<file path="src/rtl/irq_pkg.sv">
// Shared definitions for the interrupt vector controller: widths, reset vector, FSM states.
package irq_pkg;

  localparam int         IRQ_W     = 8;
  localparam logic [7:0] VEC_RESET = 8'h00;

  typedef enum logic [1:0] {
    IDLE    = 2'd0,
    REQ     = 2'd1,
    SERVICE = 2'd2
  } irq_state_e;

  // Vector for a winning line; 8-bit modulo so bases near 8'hFF wrap silently.
  function automatic logic [7:0] vec_of(input logic [7:0] base, input logic [2:0] idx);
    return base + {5'b00000, idx};
  endfunction

endpackage

</file>
<file path="src/rtl/irq_prio_enc.sv">
// Fixed-priority encoder: bit 0 of req wins; any is high when some bit is set.
module irq_prio_enc
  import irq_pkg::*;
(
  input  logic [IRQ_W-1:0] req,
  output logic [2:0]       idx,
  output logic             any
);

  // Scan from the top down so the lowest set bit overwrites the result last.
  always_comb begin
    idx = 3'd0;
    any = |req;
    for (int i = IRQ_W - 1; i >= 0; i--) begin
      if (req[i]) idx = 3'(i);
    end
  end

endmodule

</file>
<file path="src/rtl/irq_vector_ctrl.sv">
// Interrupt controller: synchronises 8 request lines, tracks pending/mask state and
// presents one prioritised vector to the core with an intr/inta/eoi handshake.
module irq_vector_ctrl
  import irq_pkg::*;
#(
  parameter int         NUM_IRQ  = 8,
  parameter logic [7:0] VEC_BASE = 8'h20,
  parameter logic [7:0] EDGE_SEL = 8'hFF
) (
  input  logic               clk,
  input  logic               clr,
  input  logic [NUM_IRQ-1:0] irq_in,
  input  logic               mask_we,
  input  logic [NUM_IRQ-1:0] mask_wdata,
  input  logic               inta,
  input  logic               eoi,
  output logic               intr,
  output logic [7:0]         vector,
  output logic [NUM_IRQ-1:0] pending,
  output logic               in_service
);

  logic [NUM_IRQ-1:0] sync_p0, sync_p1, sync_p2;
  logic [NUM_IRQ-1:0] mask;
  logic [NUM_IRQ-1:0] set_vec, clr_vec, pending_nxt, eligible;
  logic [2:0]         win_idx, cur_idx, idx_nxt;
  logic               win_any;
  irq_state_e         state, state_nxt;
  logic               intr_nxt, insvc_nxt;
  logic [7:0]         vector_nxt;

  // Stage p0/p1: two-flop synchroniser; p2: previous synchronised value for edge detect.
  always_ff @(posedge clk or posedge clr) begin
    if (clr) begin
      sync_p0 <= '0;
      sync_p1 <= '0;
      sync_p2 <= '0;
    end else begin
      sync_p0 <= irq_in;
      sync_p1 <= sync_p0;
      sync_p2 <= sync_p1;
    end
  end

  // Edge lines set on a synchronised rising edge, level lines set while high.
  assign set_vec = ((sync_p1 & ~sync_p2) & EDGE_SEL) | (sync_p1 & ~EDGE_SEL);

  // Acknowledge retires the latched line; a simultaneous set still wins below.
  assign clr_vec = (state == REQ && inta) ? (NUM_IRQ'(1) << cur_idx) : '0;

  assign pending_nxt = (pending & ~clr_vec) | set_vec;

  // Arbitration looks at what pending becomes on this edge so a fresh request
  // is presented on the same edge it is recorded.
  assign eligible = pending_nxt & ~mask;

  irq_prio_enc u_prio (
    .req (eligible),
    .idx (win_idx),
    .any (win_any)
  );

  // Pending and mask registers; mask resets to all-masked.
  always_ff @(posedge clk or posedge clr) begin
    if (clr) begin
      pending <= '0;
      mask    <= '1;
    end else begin
      pending <= pending_nxt;
      if (mask_we) mask <= mask_wdata;
    end
  end

  // FSM state and registered handshake outputs.
  always_ff @(posedge clk or posedge clr) begin
    if (clr) begin
      state      <= IDLE;
      cur_idx    <= 3'd0;
      intr       <= 1'b0;
      in_service <= 1'b0;
      vector     <= VEC_RESET;
    end else begin
      state      <= state_nxt;
      cur_idx    <= idx_nxt;
      intr       <= intr_nxt;
      in_service <= insvc_nxt;
      vector     <= vector_nxt;
    end
  end

  // Next-state logic; vector is captured only when leaving IDLE so it stays frozen in REQ.
  always_comb begin
    state_nxt  = state;
    idx_nxt    = cur_idx;
    intr_nxt   = intr;
    insvc_nxt  = in_service;
    vector_nxt = vector;
    case (state)
      IDLE: begin
        if (win_any) begin
          state_nxt  = REQ;
          idx_nxt    = win_idx;
          intr_nxt   = 1'b1;
          vector_nxt = vec_of(VEC_BASE, win_idx);
        end
      end
      REQ: begin
        if (inta) begin
          state_nxt = SERVICE;
          intr_nxt  = 1'b0;
          insvc_nxt = 1'b1;
        end
      end
      SERVICE: begin
        if (eoi) begin
          state_nxt  = IDLE;
          insvc_nxt  = 1'b0;
          vector_nxt = VEC_RESET;
        end
      end
      default: begin
        state_nxt  = IDLE;
        intr_nxt   = 1'b0;
        insvc_nxt  = 1'b0;
        vector_nxt = VEC_RESET;
      end
    endcase
  end

endmodule

</file>
<file path="config.mk">
export PLATFORM = sky130hd
export DESIGN_NAME = irq_vector_ctrl
export DESIGN_NICKNAME = d
export VERILOG_FILES = /design/src/rtl/irq_pkg.sv /design/src/rtl/irq_prio_enc.sv /design/src/rtl/irq_vector_ctrl.sv
export SDC_FILE = /design/constraint.sdc
export NUM_CORES = 1
export LEC_CHECK = 0
export ABC_AREA = 1
export BUFFER_PORTS_ARGS = -buffer_cell sky130_fd_sc_hd__buf_2
export CAP_MARGIN = 20
export CORE_ASPECT_RATIO = 1.4
export CORE_MARGIN = 5
export CORE_UTILIZATION = 40
export CTS_CLUSTER_DIAMETER = 100
export DETAILED_ROUTE_END_ITERATION = 10
export HOLD_SLACK_MARGIN = 0.12
export PLACE_DENSITY = 0.71
export SETUP_SLACK_MARGIN = 0.2
export SYNTH_ARGS = -nofsm -noshare
export SYNTH_HDL_FRONTEND = slang
export SYNTH_SLANG_ARGS = --single-unit
</file>
<file path="constraint.sdc">
create_clock -name clk -period 1.8 [get_ports clk]
set_clock_uncertainty 0.2 [all_clocks]
set_input_delay 0.18 -clock clk [delete_from_list [all_inputs] [get_ports clk]]
set_output_delay 0.18 -clock clk [all_outputs]
set_load 0.005 [all_outputs]
</file>
==> metrics.csv <==
stage,metric,value,unit
synth,yosysWarnings,0,
clocking,h-tree-depth,2,
sta,rsz0062_at_grt,true,
critical_path,crit_fanout,7,
critical_path,cp_cell_sequence,inv_2 > nand3_4 > o21ai_2 > nand2_1 > nand2_2 > nand2_4 > nor2_4 > nand2_2 > nand2_4 > nor2_2 > nand2_2 > nand2_1,
critical_path,crit_required,1.79,ns
cells_and_area,final_util,55.07,%
run_status,violations,setup timing,
cells_and_area,antenna_cells,0,
sta,post-route-min-period,1.863,ns
cells_and_area,finalNonFillerCells,329,
drt,finalWirelength,3.663,mm
critical_path,critPathLaunch,state[1]$_DFFE_PP0P_,
cells_and_area,fin_area,2625,µm²
critical_path,cpMaxStageDelayCell,dfrtp_1,
clocking,cts_root_buffer,clkbuf_8,
min_path,worstHoldStart,inta,
clocking,cts_buffers,5,
clocking,cts_sinks,51,
floorplan,rows,30,
sta,tns,-0.1694,ns
run_status,outcome,finished with violations,
drt,firstDrtPassIters,4,
synth,synth_area_per_cell,10.07,µm²
sta,fin_crit_sh,103.5,%
sta,drv_slew,0,
synth,synth_seq_cells,51,
floorplan,die_h,92.26,µm
floorplan,die_area,6343,µm²
grt,overflow,0,
critical_path,path_buf_inv,1,
placed_design,dp_hpwl,2.476,mm
sta,setup_viol,5,
floorplan,top_level_ports,39,
synth,synth_cell_types,23,
power_and_ir_drop,peakVddDrop,0.6491,mV
clocking,insertion_delay,0.29,ns
placed_design,dp_cells,289,
critical_path,worst_path_most_repeated_cell,nand2_2,
sta,fin_hold_ws,0.07991,ns
cells_and_area,syn_to_final_growth,35.79,%
critical_path,endpoint_kind,flip-flop,
drt,drc,0,
drt,drt_iter0_markers,45,
clocking,cts_tree,yes,
critical_path,arrival,1.85,ns
sta,fin_ws,-0.06259,ns
grt,grt_pass1_wl,6.423,mm
cells_and_area,fillCellCount,455,
grt,antenna_found_initial,0,
sta,fmax,536.9,MHz
synth,netlist_area,1933,µm²
grt,grt_pass1_vias,1473,
critical_path,crit_type,flip-flop to flip-flop,
critical_path,worstSetupStartpointType,flip-flop,
placed_design,dpl-instance-area,2188,µm²
drt,routed_via_density,4.267,
drt,vias,1404,
sta,hold_viol_final,0,
grt,track_usage,13.56,%
clocking,path_clk_slew,0.08,ns
drt,wl_per_cell,11.13,µm
synth,seq_area_frac_synth,66.54,%
floorplan,chipWidth,68.76,µm
floorplan,fp.coreArea,4767,µm²
clocking,clock_path_buffers,2,
critical_path,cp_top_family,simple AND/OR/NAND/NOR gates,
critical_path,crit_path_max_incr_delay,0.41,ns
flow_run,cap_violations,0,
placed_design,io_buffer_count,34,
cells_and_area,nNetsFinal,285,
power_and_ir_drop,power,2.883,mW
power_and_ir_drop,power_leakage,1.272,nW
critical_path,regToRegStartpoint,state[1]$_DFFE_PP0P_,
placed_design,gp_congestion,0.7763,
cells_and_area,layout-drive-gt1-share,31.32,%
power_and_ir_drop,power.density,1098,nW/µm²
drt,ant_nets,0,
min_path,hp-class,input pin to flip-flop,
floorplan,initial_core_util,40.55,%
placed_design,post-place-ws,-0.01978,ns
grt,grt_max_degree,40,
synth,syn_inst,192,
## cell usage in the layout, fill, tap and decap left out, drive strengths merged
master / Yosys / layout
nor2: 8 / 8
dfstp: 8 / 8
nor3: 1 / 1
dlygate4sd3: 0 / 28
nand3b: 1 / 1
inv: 28 / 28
o21ai: 17 / 17
nand3: 11 / 12
clkinv: 0 / 1
buf: 4 / 38
nand2: 67 / 67
dfrtp: 43 / 43
clkbuf: 1 / 7
a31oi: 1 / 1
conb: 1 / 4
a21oi: 1 / 1
## path summary, 6_finish.rpt
kind / endpoint / slack (ns) / cells after the start
min: state[0]$_DFFE_PP0P_ / 0.08 / 4
min reg2reg: sync_p1[4]$_DFF_PP0_ / 0.15 / 0
min in group asynchronous: sync_p2[2]$_DFF_PP0_ / 0.17 / 3
max: vector[0]$_DFFE_PP0P_ / -0.06 / 12
max in group asynchronous: mask[0]$_DFFE_PP1P_ / 0.68 / 4
max reg2reg: vector[0]$_DFFE_PP0P_ / -0.06 / 12
## sequential cells by signal, indices dropped and copies added, names as in the netlist
signal and flops:
mask 8, pending 8, sync_p0 8, sync_p1 8, sync_p2 8, vector 4, cur_idx 3, state 2
in_service 1, intr 1
## synthesized netlist by cell type, drive strengths merged
cell type / count / share of area, %
nor2: 8 / 2.2
dfstp: 8 / 11
buf: 4 / 1.6
nor3: 1 / 0.26
clkbuf: 1 / 0.19
a21oi: 1 / 0.26
conb: 1 / 0.19
dfrtp: 43 / 56
nand2: 67 / 14
o21ai: 17 / 4.6
nand3: 11 / 3.8
a31oi: 1 / 0.32
nand3b: 1 / 0.39
inv: 28 / 5.4
## cell families after synthesis
logic type             after synthesis  share of synthesized area (%)
and+or+nand+nor                     88                          20.91
DFF                                 51                          66.54
buffers and inverters               33                          7.184
AOI/OAI and AO/OA                   19                          5.178
other                                1                         0.1940
## layout make-up
| type | instances | area, µm² | share of cell area (%) |
|---|---|---|---|
| clock inverters | 1 | 5.005 | 0.1907 |
| clock buffers | 7 | 76.32 | 2.908 |
| inverters | 28 | 105.1 | 4.004 |
| well taps | 64 | 80.08 | 3.051 |
| multi-input cells | 112 | 576.8 | 21.97 |
| repair buffers | 66 | 493.0 | 18.78 |
| flip-flops and latches | 51 | 1289 | 49.09 |
## worst register-to-register path, delay by kind of cell (launching register included)
kind,cells,cell delay (ns)
AO/OA/AOI/OAI,1,0.19
flip-flops,1,0.41
AND/OR/NAND/NOR,10,0.85
buffers and inverters,1,0.11
## routing by layer
| metal | vias to the layer above | routed length (µm) | track usage, % |
|---|---|---|---|
| met2 | 27 | 1972 | 23.19 |
| met5 | - | 0 | 0 |
| met1 | 649 | 1449 | 15.81 |
| li1 | 723 | - | - |
| met4 | 0 | 60 | 4.878 |
| met3 | 5 | 180 | 3.554 |
## report_power, final
part / switching (mW) / internal, mW / total (mW)
registers: 0.127 / 1.34 / 1.46
clock network: 0.334 / 0.273 / 0.607
logic: 0.478 / 0.336 / 0.814
## repair_timing
action / in CTS / in global routing
setup endpoints to repair: 9 / 9
setup buffers: 1 / 2
gates cloned: 1 / 0
pin swaps: 5 / 11
hold buffers: 27 / 1
gates resized for setup: 7 / 5
hold endpoints to repair: 65 / 2
(Power assumes the default switching activity.)
